--- src/rtl/seg_scan_mux_if.sv ---
// Digit-scan bus between the digit-producing datapath (master) and the scanner (slave).
interface seg_scan_mux_if #(
    parameter int NUM_DIGITS = 8,
    parameter int DIGIT_W    = 4
);
    localparam int SEL_W = (NUM_DIGITS > 1) ? $clog2(NUM_DIGITS) : 1;

    logic [NUM_DIGITS-1:0][DIGIT_W-1:0] num;
    logic [NUM_DIGITS-1:0]              digit_en;
    logic [SEL_W-1:0]                   sel;
    logic [DIGIT_W-1:0]                 selected_num;
    logic [NUM_DIGITS-1:0]              anode;
    logic                               tick;
    logic                               frame;

    modport master (
        output num, digit_en,
        input  sel, selected_num, anode, tick, frame
    );

    modport slave (
        input  num, digit_en,
        output sel, selected_num, anode, tick, frame
    );
endinterface

--- src/rtl/seg_scan_mux.sv ---
// Time-multiplexed display scanner: one digit per DIV-cycle slot, active-low one-hot anodes.
// Optional frame-coherent snapshot of the digit values: define SEG_SCAN_SNAPSHOT_EN.
module seg_scan_mux #(
    parameter int NUM_DIGITS = 8,
    parameter int DIGIT_W    = 4,
    parameter int DIV        = 100000
) (
    input logic           clk,
    input logic           rst,
    seg_scan_mux_if.slave bus
);
    localparam int SEL_W = (NUM_DIGITS > 1) ? $clog2(NUM_DIGITS) : 1;
    localparam int CNT_W = (DIV > 1) ? $clog2(DIV) : 1;
    localparam logic [CNT_W-1:0] CNT_LAST = CNT_W'(DIV - 1);
    localparam logic [SEL_W-1:0] SEL_LAST = SEL_W'(NUM_DIGITS - 1);

    typedef logic [NUM_DIGITS-1:0][DIGIT_W-1:0] digits_t;

    logic [CNT_W-1:0]      div_cnt;
    logic [SEL_W-1:0]      sel_p0;
    logic [NUM_DIGITS-1:0] anode_p1;
    logic [DIGIT_W-1:0]    selected_num_p1;
    logic                  tick_w;
    logic                  frame_w;
    digits_t               data;

    // Explicit compare so non-power-of-two digit counts wrap correctly.
    function automatic logic [SEL_W-1:0] next_sel(input logic [SEL_W-1:0] s);
        next_sel = (s == SEL_LAST) ? '0 : s + SEL_W'(1);
    endfunction

    function automatic logic [NUM_DIGITS-1:0] anode_of(
        input logic [SEL_W-1:0]      s,
        input logic [NUM_DIGITS-1:0] en
    );
        anode_of = '1;
        for (int i = 0; i < NUM_DIGITS; i++) begin
            if (s == SEL_W'(i) && en[i]) anode_of[i] = 1'b0;
        end
    endfunction

    function automatic logic [DIGIT_W-1:0] digit_of(
        input logic [SEL_W-1:0]      s,
        input logic [NUM_DIGITS-1:0] en,
        input digits_t               d
    );
        digit_of = '0;
        for (int i = 0; i < NUM_DIGITS; i++) begin
            if (s == SEL_W'(i) && en[i]) digit_of = d[i];
        end
    endfunction

    assign tick_w  = (div_cnt == CNT_LAST);
    assign frame_w = tick_w && (sel_p0 == SEL_LAST);

`ifdef SEG_SCAN_SNAPSHOT_EN
    digits_t snap_p0;
    logic    snap_vld_p0;

    always_ff @(posedge clk) begin
        if (rst) begin
            snap_vld_p0 <= 1'b0;
        end else if (!snap_vld_p0) begin
            snap_vld_p0 <= 1'b1;
        end
    end

    always_ff @(posedge clk) begin
        if (!snap_vld_p0 || frame_w) snap_p0 <= bus.num;
    end

    // Before the first load lands, show live data so digit 0 is right on the first edge.
    assign data = snap_vld_p0 ? snap_p0 : bus.num;
`else
    assign data = bus.num;
`endif

    // Stage 0: slot divider and slot index
    always_ff @(posedge clk) begin
        if (rst) begin
            div_cnt <= '0;
            sel_p0  <= '0;
        end else begin
            div_cnt <= tick_w ? '0 : div_cnt + CNT_W'(1);
            if (tick_w) sel_p0 <= next_sel(sel_p0);
        end
    end

    // Stage 1: digit select and anode decode, one cycle behind sel
    always_ff @(posedge clk) begin
        if (rst) begin
            anode_p1        <= '1;
            selected_num_p1 <= '0;
        end else begin
            anode_p1        <= anode_of(sel_p0, bus.digit_en);
            selected_num_p1 <= digit_of(sel_p0, bus.digit_en, data);
        end
    end

    assign bus.sel          = sel_p0;
    assign bus.anode        = anode_p1;
    assign bus.selected_num = selected_num_p1;
    assign bus.tick         = tick_w;
    assign bus.frame        = frame_w;
endmodule

--- src/flat_wrapper.sv ---
// flat-port wrapper written by rule: the top's interface ports become plain ports
module seg_scan_mux_flat 
#(
    parameter int NUM_DIGITS = 8,
    parameter int DIGIT_W    = 4,
    parameter int DIV        = 100000
)
  (clk, rst, bus_num, bus_digit_en, bus_sel, bus_selected_num, bus_anode, bus_tick, bus_frame);
  seg_scan_mux_if #(.NUM_DIGITS(NUM_DIGITS), .DIGIT_W(DIGIT_W)) bus_i ();
  input logic clk;
  input logic rst;
  input wire logic [$bits(bus_i.num)-1:0] bus_num;
  input wire logic [$bits(bus_i.digit_en)-1:0] bus_digit_en;
  output wire logic [$bits(bus_i.sel)-1:0] bus_sel;
  output wire logic [$bits(bus_i.selected_num)-1:0] bus_selected_num;
  output wire logic [$bits(bus_i.anode)-1:0] bus_anode;
  output wire logic [$bits(bus_i.tick)-1:0] bus_tick;
  output wire logic [$bits(bus_i.frame)-1:0] bus_frame;
  assign bus_i.num = bus_num;
  assign bus_i.digit_en = bus_digit_en;
  assign bus_sel = bus_i.sel;
  assign bus_selected_num = bus_i.selected_num;
  assign bus_anode = bus_i.anode;
  assign bus_tick = bus_i.tick;
  assign bus_frame = bus_i.frame;
  seg_scan_mux #(.NUM_DIGITS(NUM_DIGITS), .DIGIT_W(DIGIT_W), .DIV(DIV)) u_core (.clk(clk), .rst(rst), .bus(bus_i));
endmodule
--- config.mk ---
export PLATFORM = sky130hd
export DESIGN_NAME = seg_scan_mux_flat
export DESIGN_NICKNAME = d
export VERILOG_FILES = /design/src/rtl/seg_scan_mux_if.sv /design/src/rtl/seg_scan_mux.sv /design/src/flat_wrapper.sv
export SDC_FILE = /design/constraint.sdc
export NUM_CORES = 1
export LEC_CHECK = 0
export ABC_AREA = 1
export CORE_ASPECT_RATIO = 1.4
export CORE_MARGIN = 5
export CORE_UTILIZATION = 44
export CTS_BUF_LIST = sky130_fd_sc_hd__clkbuf_4
export DETAILED_ROUTE_END_ITERATION = 10
export PLACE_DENSITY = 0.83
export SYNTH_ARGS = -nofsm -noshare
export SYNTH_HDL_FRONTEND = slang
export SYNTH_SLANG_ARGS = --single-unit
--- constraint.sdc ---
create_clock -name clk -period 1.9 [get_ports clk]
set_input_delay 0.19 -clock clk [delete_from_list [all_inputs] [get_ports clk]]
set_output_delay 0.19 -clock clk [all_outputs]
set_load 0.02 [all_outputs]
Yosys cells after proc, flatten, opt, wreduce, memory -nomap -nowiden
Index checks and enable logic that the tools add are counted.

Flip-flop bits (word level): 32. Input bits: 42. Logic and storage cells: 42.

$add $sub $neg: 2. Equal/unequal tests: 8. Mux-type cells: 17. Reductions and logical operators: 11.

Operator list (count): $mux W4 (8); $add A17 B1 Y17 const B (1); $eq A17 B17 Y1 const B (1); $eq A3 B3 Y1 const B (4); $logic_and A1 B1 Y1 (9); $mux W1 (8); $eq A3 B2 Y1 const B (2); $add A3 B1 Y3 const B (1); $eq A3 B1 Y1 const B (1); $logic_not A3 Y1 (1); $mux W3 (1); $reduce_or A2 Y1 (1).

Longest topological paths before layout
Word-level depth: 10. Mapped depth: 12. Gate-level depth less buffers: 12.

Worst setup path after synthesis
OpenSTA, ideal clock, no wires.

Kind: flip-flop to flip-flop. From: register u_core.sel_p0[0], in the netlist u_core.bus.sel[0]. To: register u_core.selected_num_p1[0], in the netlist u_core.bus.selected_num[0]. Library setup time: 0.113 ns. Data arrival time: 1.418 ns. Path slack: 0.369 ns. Cell stages (with the launch flop): 9. Period minus slack after synthesis: 1.531 ns. Cell sequence: dfxtp_1 > inv_1 > ha_1 > and3_1 > clkbuf_1 > a21oi_1 > nand2_1 > nand2_1 > nand2_1.

Cells in the longest elaborated chain, start to end: 10. Elaborated cells on any way between the ends: 24.

Ends and longest elaborated chain: start, declared (line seg_scan_mux.sv:20) `logic [SEL_W-1:0] sel_p0;`; start signal, assigned (line seg_scan_mux.sv:85) `if (tick_w) sel_p0 <= next_sel(sel_p0);`; $logic_not A3 Y1 (line seg_scan_mux.sv:49) `if (s == SEL_W'(i) && en[i]) digit_of = d[i];`; $logic_and A1 B1 Y1 (line seg_scan_mux.sv:49); $mux W4 (7 in a row) (line seg_scan_mux.sv:49); $mux W4 * (line seg_scan_mux.sv:49); end signal, assigned (line seg_scan_mux.sv:96) `selected_num_p1 <= digit_of(sel_p0, bus.digit_en, data);`; end, declared (line seg_scan_mux.sv:22) `logic [DIGIT_W-1:0] selected_num_p1;`.

Every way passes the cells marked *; elsewhere a longest branch is shown, timed or not. A chain may end at the register's enable or synchronous reset.

Worst setup path in the final report
From: register u_core.sel_p0[2], in the netlist u_core.bus.sel[2]. To: output bus_sel[2].

RTL lines: end, declared (line flat_wrapper.sv:14) `output wire logic [$bits(bus_i.sel)-1:0] bus_sel;`.

No word-level cell between the ends.

==> results.yml <==
outcome:
  status: "finished, final reports clean"
detailed_routing:
  drt_iter0_markers: 60
  via_per_inst: 4.859
  antenna_left: 0
  dr.pass1.iters: 5
  vias: 1798
  route.detailed.drc: 0
  routed_wl_um: 4283
  wire_per_inst_um: 11.58
power_and_ir_drop:
  power_density_nw_per_um2: 495.8
  vdd_drop_max_uv: 464.7
  p_leak_nw: 1.140
critical_path:
  reg2reg_slack_ns: 0.25
  path_class: "reg -> out"
  cp_slowest_cell: "clkdlybuf4s50_1"
  reg2reg_from: "u_core.bus.sel[1]"
  endpoint_kind: "output pin"
  r2r-end: "u_core.bus.selected_num[2]"
  arrival_ns: 1.55
  crit_fanout: 5
  startpoint_type: "register"
  path_cells: "buf_4 > clkdlybuf4s50_1"
  r2r_cells: 12
  crit_path_max_incr_delay_ns: 0.60
  critical_path_required_ns: 1.71
worst_hold_path:
  hold_path_startpoint: "bus_digit_en[4]"
  min_path_type: "in -> reg"
  hold_path_end: "u_core.bus.anode[4]"
  min_path_cells: 2
clocking:
  cts_setup_buffers: 0
  clk_latency_ns: 0.32
  clock-sinks: 32
  cts_made_buffers: 5
  path_clk_slew_ns: 0.10
  cts_hold_buf: 0
  clockBufferDepth: 2
  post_cts_resized: 4
  cts-root-buf: "clkbuf_4"
  cts.htree.levels: 2
  cts_tree: "yes"
logic_synthesis:
  syn_nets: 304
  ys_seq_area_frac: 0.3639
  ys_seq_elements: 32
  async_flop_share: 0
  yosys-top-cells-count: "nand2_1 (70), dfxtp_1 (32), nor2_1 (29)"
  synth_cell_type_count: 28
  ys.flop_type: "dfxtp_1"
  yosysWarningCount: 0
  synth_top_area_frac: 0.3639
  yosysTopAreaCell: "dfxtp_1"
  syn-cell-area_um2: 1760
  synth-edff-count: 0
  synth_most_common_cell: "nand2_1"
  syn_area_per_cell_um2: 6.904
  syn_inst: 255
  synth_area_leaders: "dfxtp_1 (36%), nand2_1 (15%), nand3_1 (6.3%)"
sta:
  rsz0062_at_grt: "no"
  fin_crit_sh: 0.9182
  finalHoldViolCount: 0
  worst_pin_slew_ns: 0.3040
  fin_crit_ns: 1.745
  tns_ns: 0
  fmax_mhz: 573.2
  setup_violations: 0
  max-slew-margin-rel: 0.7973
  slew_violations: 0
  skew_ns: 0.004550
floorplanning:
  die_w_um: 63.46
  rows: 27
  die_y_um: 84.84
  die_area_um2: 5384
  ios: 59
  start_util: 0.4492
  core-area_um2: 3919
grt:
  grt-ovfl-total: 0
  grt_max_degree: 18
  grt_pass1_wl_um: 7072
  antenna_found_initial: 0
  first_global_vias: 1779
  grt.total_usage: 0.1605
cells_and_area:
  n_antenna_cell: 0
  syn_to_final_growth_pct: 41.58
  drive_above_1_share: 0.1284
  stdcell_count: 370
  num-nets-final: 375
place:
  dp.cells: 362
  dpl.hpwl_um: 3522
  gp_congestion: 0.7966
  port_buffers: 58
job:
  cap_violations: 0
-- report_power, final --
part / total (mW) / switching, mW / internal, mW
Sequential: 0.685 / 0.00511 / 0.680
Clock: 0.393 / 0.222 / 0.171
Combinational: 0.158 / 0.0567 / 0.101
-- how the worst max path moves through the flow --
stage / startpoint / to / slack, ns / cells past startpoint
final: u_core.bus.sel[2] / bus_sel[2] / 0.16 / 2
after global routing: u_core.bus.sel[1] / u_core.bus.selected_num[1] / 0.03 / 12
after CTS: u_core.div_cnt[8] / bus_frame / 0.01 / 6
after detailed placement: u_core.div_cnt[8] / bus_frame / 0.08 / 6
after global placement: u_core.div_cnt[8] / bus_frame / 0.11 / 6
after floorplan: u_core.bus.sel[0] / u_core.bus.selected_num[0] / 0.37 / 8
-- placed cells by master (no fill, tap or decap), drive strengths merged --
cell type	instances
a21oi	18
and3	1
buf	9
clkbuf	9
clkdlybuf4s50	56
clkinv	2
dfxtp	32
ha	7
inv	34
nand2	72
nand3	26
nand3b	1
nand4	7
nor2	32
nor3	4
nor4	1
o21ai	2
or2	8
xnor2	3
xor2	3
-- layout make-up --
class                      instances  area, um^2
clock inverter                     1       3.754
fill                             376        1426
clock buffer                       7       52.55
inverter                          35       131.4
multi-input combinational        185       972.2
tap                               43       53.80
timing repair buffer              67       638.1
sequential                        32       640.6
-- through the flow --
step | power (mW) | setup WS, ns | util | area, um^2 | hold WS, ns
detailed placement | 0.8590 | 0.08256 | 0.6236 | 2444 | 0.4883
global placement | 0.8576 | 0.1113 | 0.6236 | 2444 | 0.4698
global route | 1.290 | 0.03465 | 0.6360 | 2492 | 0.4234
floorplan | 0.7522 | 0.3689 | - | 1760 | 0.2825
finish | 1.236 | 0.1554 | 0.6360 | 2492 | 0.4242
CTS | 1.246 | 0.01235 | 0.6379 | 2500 | 0.4129
-- worst max-delay path: cells and delay by family, from the launching register on --
kind,cells,cell delay (ns)
buffers and inverters,2,0.78
DFF,1,0.44
-- kinds of logic (layout without fill, tap and decap cells) --
group / after synthesis / after routing / share of synthesized area
flops: 32 / 32 / 0.3639
compound gates: 20 / 20 / 0.05686
simple gates: 152 / 152 / 0.4144
buf+inv: 38 / 110 / 0.08529
fa+ha+maj: 7 / 7 / 0.04975
xor+xnor: 6 / 6 / 0.02986
-- routing by layer --
layer	share of wire	GRT usage	wire length [um]	up-vias
li1	-	-	-	950
met1	0.36	0.1413	1560	784
met2	0.54	0.3216	2301	55
met3	0.076	0.05033	327	9
met4	0.022	0.06427	93	0
met5	0	0	0	-
-- state kept, by name, summed over array words and instances, names as in the netlist --
name / count
u_core.bus.sel: 3
u_core.bus.anode: 8
u_core.bus.selected_num: 4
u_core.div_cnt: 17
(Power assumes the default switching activity.)
